## src/rtl/tile_pixel_fetcher_pkg.sv

```systemverilog
// Shared tile types, raster timing and fetch FSM encoding for the tile pixel path.
// Latency: n/a (declarations only).
// Backpressure: n/a.
package tile_pkg;

    localparam int TILE_W   = 8;
    localparam int TILE_H   = 16;
    localparam int MAP_COLS = 80;

    localparam logic [9:0] H_ACTIVE   = 10'd640;
    localparam logic [9:0] H_TOTAL    = 10'd800;
    localparam logic [9:0] V_ACTIVE   = 10'd480;
    localparam logic [9:0] V_TOTAL    = 10'd525;
    localparam logic [9:0] FETCH_LEAD = 10'd5;

    typedef enum logic [3:0] {
        FLOOR       = 4'd0,
        WALL        = 4'd1,
        RED_DOOR    = 4'd2,
        BLUE_DOOR   = 4'd3,
        LAVA        = 4'd4,
        WATER       = 4'd5,
        PLATE       = 4'd6,
        PUZZLE_DOOR = 4'd7,
        BACKGROUND  = 4'd8
    } tile_id_t;

    typedef enum logic [1:0] {
        FETCH_IDLE     = 2'd0,
        FETCH_MAP_REQ  = 2'd1,
        FETCH_MAP_WAIT = 2'd2,
        FETCH_ROM_CAP  = 2'd3
    } fetch_state_t;

    // row*80 + col built from shifts so no multiplier is implied
    function automatic logic [11:0] map_index(input logic [5:0] trow, input logic [6:0] col);
        return {trow, 6'b0} + {2'b0, trow, 4'b0} + {5'b0, col};
    endfunction

endpackage

```

## src/rtl/tile_row_shifter.sv

```systemverilog
// Staging register for one prefetched glyph row plus the 8-bit pixel shifter and tile register.
// Latency: capture/mark/load/shift each take effect on the next Clk edge.
// Backpressure: none; an empty staging register loads as a blank tile.
module tile_row_shifter
    import tile_pkg::*;
(
    input  logic              clk,
    input  logic              rst,
    input  logic              cap_en,
    input  logic [TILE_W-1:0] cap_row,
    input  logic [3:0]        cap_tile,
    input  logic              mark_en,
    input  logic              load_en,
    input  logic              shift_en,
    output logic              shift_msb,
    output logic [3:0]        tile_q
);

    logic [TILE_W-1:0] stage_row;
    logic [3:0]        stage_tile;
    logic              stage_vld;
    logic [TILE_W-1:0] shift_q;

    always_ff @(posedge clk) begin
        if (rst) begin
            stage_row  <= '0;
            stage_tile <= '0;
            stage_vld  <= 1'b0;
            shift_q    <= '0;
            tile_q     <= '0;
        end else begin
            if (cap_en) begin
                stage_row  <= cap_row;
                stage_tile <= cap_tile;
            end
            if (mark_en) begin
                stage_vld <= 1'b1;
            end else if (load_en) begin
                stage_vld <= 1'b0;
            end
            if (load_en) begin
                shift_q <= stage_vld ? stage_row  : '0;
                tile_q  <= stage_vld ? stage_tile : 4'd0;
            end else if (shift_en) begin
                shift_q <= {shift_q[TILE_W-2:0], 1'b0};
            end
        end
    end

    assign shift_msb = shift_q[TILE_W-1];

endmodule

```

## src/rtl/tile_pixel_fetcher.sv

```systemverilog
// Walks the raster, fetches tile ID and glyph row one tile ahead, streams 1 bpp pixels.
// Latency: pixel outputs are registered exactly 1 Clk after each pix_en.
// Backpressure: none; a fetch trigger while busy is dropped and flags fetch_overrun.
module tile_pixel_fetcher
    import tile_pkg::*;
(
    input  logic        Clk,
    input  logic        Reset,
    input  logic        pix_en,
    input  logic [9:0]  DrawX,
    input  logic [9:0]  DrawY,
    output logic [11:0] map_addr,
    input  logic [3:0]  map_data,
    output logic [7:0]  rom_addr,
    input  logic [7:0]  rom_data,
    output logic        pix_on,
    output logic [3:0]  pix_tile,
    output logic        pix_active,
    output logic        fetch_overrun
);

    fetch_state_t state;
    logic [3:0]   glyph_row;

    logic         same_line;
    logic         next_line;
    logic [9:0]   tgt_line;
    logic [6:0]   tgt_col;
    logic         trig;
    logic         load;
    logic         shift;
    logic         vis;
    logic         shift_msb;
    logic [3:0]   tile_q;

    always_comb begin
        same_line = (DrawX < (H_ACTIVE - FETCH_LEAD)) && (DrawX[2:0] == 3'd3);
        next_line = (DrawX == (H_TOTAL - FETCH_LEAD));
        tgt_line  = DrawY;
        tgt_col   = DrawX[9:3] + 7'd1;
        if (next_line) begin
            tgt_line = (DrawY == (V_TOTAL - 10'd1)) ? 10'd0 : DrawY + 10'd1;
            tgt_col  = 7'd0;
        end
        trig  = pix_en && (same_line || next_line) && (tgt_line < V_ACTIVE);
        load  = pix_en && ((DrawX[2:0] == 3'd7) || (DrawX == (H_TOTAL - 10'd1)));
        shift = pix_en && !load;
        vis   = (DrawX < H_ACTIVE) && (DrawY < V_ACTIVE);
    end

    // map_data is only meaningful in MAP_WAIT, so the ROM sees 0 otherwise
    assign rom_addr = (state == FETCH_MAP_WAIT) ? {map_data, glyph_row} : 8'd0;

    always_ff @(posedge Clk) begin
        if (Reset) begin
            state         <= FETCH_IDLE;
            map_addr      <= '0;
            glyph_row     <= '0;
            fetch_overrun <= 1'b0;
            pix_on        <= 1'b0;
            pix_tile      <= '0;
            pix_active    <= 1'b0;
        end else begin
            case (state)
                FETCH_IDLE: begin
                    if (trig) begin
                        map_addr  <= map_index(tgt_line[9:4], tgt_col);
                        glyph_row <= tgt_line[3:0];
                        state     <= FETCH_MAP_REQ;
                    end
                end
                FETCH_MAP_REQ:  state <= FETCH_MAP_WAIT;
                FETCH_MAP_WAIT: state <= FETCH_ROM_CAP;
                FETCH_ROM_CAP:  state <= FETCH_IDLE;
                default:        state <= FETCH_IDLE;
            endcase
            if (trig && (state != FETCH_IDLE)) begin
                fetch_overrun <= 1'b1;
            end
            if (pix_en) begin
                pix_active <= vis;
                pix_on     <= vis & shift_msb;
                pix_tile   <= vis ? tile_q : 4'd0;
            end
        end
    end

    tile_row_shifter u_shifter (
        .clk       (Clk),
        .rst       (Reset),
        .cap_en    (state == FETCH_MAP_WAIT),
        .cap_row   (rom_data),
        .cap_tile  (map_data),
        .mark_en   (state == FETCH_ROM_CAP),
        .load_en   (load),
        .shift_en  (shift),
        .shift_msb (shift_msb),
        .tile_q    (tile_q)
    );

endmodule
```

## config.mk

```make
export PLATFORM = sky130hd
export DESIGN_NAME = tile_pixel_fetcher
export DESIGN_NICKNAME = d
export VERILOG_FILES = /design/src/rtl/tile_pixel_fetcher_pkg.sv /design/src/rtl/tile_row_shifter.sv /design/src/rtl/tile_pixel_fetcher.sv
export SDC_FILE = /design/constraint.sdc
export NUM_CORES = 1
export LEC_CHECK = 0
export ABC_AREA = 0
export BUFFER_PORTS_ARGS = -buffer_cell sky130_fd_sc_hd__clkbuf_2
export CAP_MARGIN = 30
export CORE_UTILIZATION = 35
export CTS_CLUSTER_SIZE = 8
export DETAILED_ROUTE_END_ITERATION = 6
export GPL_ROUTABILITY_DRIVEN = 1
export SETUP_SLACK_MARGIN = 0.05
export SLEW_MARGIN = 0
export SYNTH_ARGS = -nofsm -noshare
export SYNTH_HDL_FRONTEND = slang
export SYNTH_SLANG_ARGS = --single-unit
export TNS_END_PERCENT = 100
```

## constraint.sdc

```tcl
create_clock -name Clk -period 3.83 [get_ports Clk]
set_clock_uncertainty 0.2 [all_clocks]
set_input_delay 0.383 -clock Clk [delete_from_list [all_inputs] [get_ports Clk]]
set_output_delay 0.383 -clock Clk [all_outputs]
set_load 0.005 [all_outputs]
```

==> results.ini <==
[sta]
fin_crit_ns = 3.51
slew_headroom_pct = 47.2
setup_viol_count_final = 0
fmax_mhz = 285
finalCritPeriodShare_pct = 91.6
setup_ws_ns = 0.320
maxSlewViolCount = 0
fin_hold_ws_ns = 0.111
hold_violations = 0
rsz0062_at_grt = no
worstMarginPinSlew_ns = 0.792
tns_ns = 0

[yosys]
synth_area_leaders = dfxtp_1 35%, ha_1 7.8%, nor2_1 4.3%
yosysTopAreaCellShare_pct = 34.7
synthFlopType = dfxtp_1
synth-adder-area-share_pct = 9.19
synth_area_per_cell_sq_um = 8.61
synth-seq-cells = 50
synth_top_family_by_area = simple AND/OR/NAND/NOR gates
synth.area.mux_share_pct = 4.21
synth_xor_area_share_pct = 2.73
async_reset_ff_share_pct = 0
synth-compound-area-share_pct = 21.4
yosys.area_share.simple_pct = 22.2
synth_edf_count = 0
synth_fp_nets = 390
synth_warnings = 0
yosysTopAreaCell = dfxtp_1
syn_area_sq_um = 2890
postSynthCellCount = 335
synth_seq_area_share_pct = 34.7
synth.distinct_cells = 53

[clocking]
cts_num_sinks = 50
root_buffer = clkbuf_8
clk_latency_ns = 0.30
clk_path_buf_depth = 2
cts_resized = 0
htree_levels = 2
post_cts_buffers = 0
ctsHoldBuffers = 0
numCtsBuffers = 5
tritoncts = done
clkTransAtPathRegs_ns = 0.10

[power_and_ir_drop]
share_comb_of_total_power_pct = 24.0
power_leakage_nw = 1.46
power_frac_clock_pct = 30.3
p_seq_share_pct = 45.6
switching_share_pct = 30.3
p_per_area_nw_per_um2 = 354
intPower_mw = 0.857
ir_drop_v = 0.000171
switchingPower_mw = 0.372

[hold_path]
hold_path_class = in2reg

[placed_design]
dp_hpwl_um = 5510
place_congestion = 0.858
post-place-ws_ns = 0.00590
port_buffers = 61

[finish]
nNetsFinal = 454
nFillCells = 841
diodes = 0
drive_gt1_share_pct = 26.0
final_util_pct = 44.2
syn_to_final_growth_pct = 20.3

[global_route]
grt_pass1_vias = 2491
grt_use_total_pct = 17.2
grt_antenna_before_repair = 0
grt_first_pass_wirelength_um = 11900
grt_overflow_total = 0
grt_start_max_net_pins = 47

[routing]
drt_wl_total_um = 7190
drc = 0
ant_nets = 0
first_pass_iters = 4
wire_per_inst_um = 14.3
via_count = 2650
routed_via_density = 5.28
drtIter0Drc = 156

[critical_path]
arrival_ns = 3.53
startpoint_type = input pin
worst-path-max-fanout = 4
critPathRequiredTime_ns = 3.85
cp-end-kind = flip-flop
critPathBufInv = 3
crit_family = simple AND/OR/NAND/NOR gates
cp_slowest_cell = fa_1
crit_type = in2reg
cp_cell_sequence = clkbuf_2 > or4_4 > nor3_2 > buf_4 > nand3_1 > nand2_1 > o21ai_1 > fa_1 > inv_1 > fa_1 > nor2b_1 > o21a_1 > nor2_1 > nor2_1 > o21ai_0 > a311oi_2
max_stage_delay_ns = 0.57

[floorplan]
die-area_sq_um = 8610
pin_count = 62
std_cell_rows = 32
initial_core_util_pct = 36.8
fp.dieW_um = 92.8
core_sq_um = 7850
die_h_um = 92.8

[flow_run]
maxCapViolCount = 0

[status]
status = finished, final reports clean

[worst paths after layout]
| kind | startpoint | to | slack [ns] | cells after the start |
|---|---|---|---|---|
| min | rom_data[1] | u_shifter.stage_row[1] | 0.11 | 3 |
| max reg2reg | state[0] | glyph_row[3] | 1.63 | 6 |
| max | DrawX[2] | map_addr[11] | 0.32 | 16 |
| min reg2reg | u_shifter.tile_q[0] | u_shifter.tile_q[0] | 0.26 | 2 |
[placed cells by master (no fill, tap or decap), types with 11 or more instances in the layout]
cell	netlist	final
a21oi_1	18	18
buf_4	0	16
clkbuf_2	0	61
dfxtp_1	50	50
ha_1	18	18
inv_1	15	15
mux2i_1	11	11
nand2_1	27	27
nand3_1	22	22
nor2_1	33	33
[flip-flops by register name, indices dropped and copies added (netlist names)]
signal / flops
map_addr: 12
u_shifter.shift_q: 8
u_shifter.stage_row: 8
glyph_row: 4
pix_tile: 4
u_shifter.stage_tile: 4
u_shifter.tile_q: 4
state: 2
fetch_overrun: 1
pix_active: 1
pix_on: 1
u_shifter.stage_vld: 1
[per-stage QoR]
stage / cell area, sq um / power [mW] / std cells
global route: 3470 / 1.30 / 502
global placement: 3350 / 0.863 / 494
detailed placement: 3350 / 0.867 / 494
CTS: 3470 / 1.24 / 502
floorplan: 2900 / 0.770 / 335
finish: 3470 / 1.23 / 502
[worst reg2reg max path, cell delays in order, from the launching register on]
cell and delay (ns):
dfxtp_1 0.33, inv_1 0.12, ha_1 0.16, buf_4 0.20
clkinv_1 0.34, nor3_4 0.55, a311oi_1 0.17
[power groups by stage]
stage / Combinational, mW / Sequential [mW] / Clock, mW
6_report: 0.295 / 0.561 / 0.373
2_1_floorplan: 0.202 / 0.568 / 0
3_3_place_gp: 0.291 / 0.572 / 0
5_1_grt: 0.330 / 0.565 / 0.406
3_5_place_dp: 0.294 / 0.573 / 0
4_1_cts: 0.296 / 0.561 / 0.386
[area by class of cell]
cell class                 count  area (sq um)  area share, %
tap                          102           128           3.68
timing repair buffer          77           425           12.3
inverter                      17          63.8           1.84
clock inverter                 3          43.8           1.26
clock buffer                   5          68.8           1.98
multi-input combinational    248          1740           50.1
sequential                    50          1000           28.8
[metal layers]
layer  vias to the layer above  share of wire [%]  global-route usage, %
met5                         -                  0                      0
met4                         0               0.90                   3.97
met3                         4                4.3                   2.22
met2                        58                 46                   27.5
met1                      1234                 49                   24.5
li1                       1354                  -                      -
[synth_stat cells, drive strengths merged (2+ instances only)]
master and instances:
or4 2, o311a 3, clkbuf 14, xor2 4, a311oi 11, clkinv 2
a211oi 3, nand3 23, a21o 4, o31ai 5, nor4bb 2, dfxtp 50
and2 10, inv 15, and3 2, or3 3, a22oi 5, and4 3
nand2 27, mux2i 11, buf 6, nor3 7, ha 18, o21a 2
nand4 8, a31oi 9, fa 2, xnor2 5, a41o 2, nor2b 2
o21ai 9, a21oi 19, nor2 33
[cell families (layout without fill, tap and decap cells)]
group           count (synthesis)  in the layout
mux                            12             12
buf+inv                        37            102
fa+ha+maj                      20             20
compound gates                 82             82
flops                          50             50
xor+xnor                        9              9
simple gates                  125            125
Note: power is estimated with default switching activity, not from simulation.
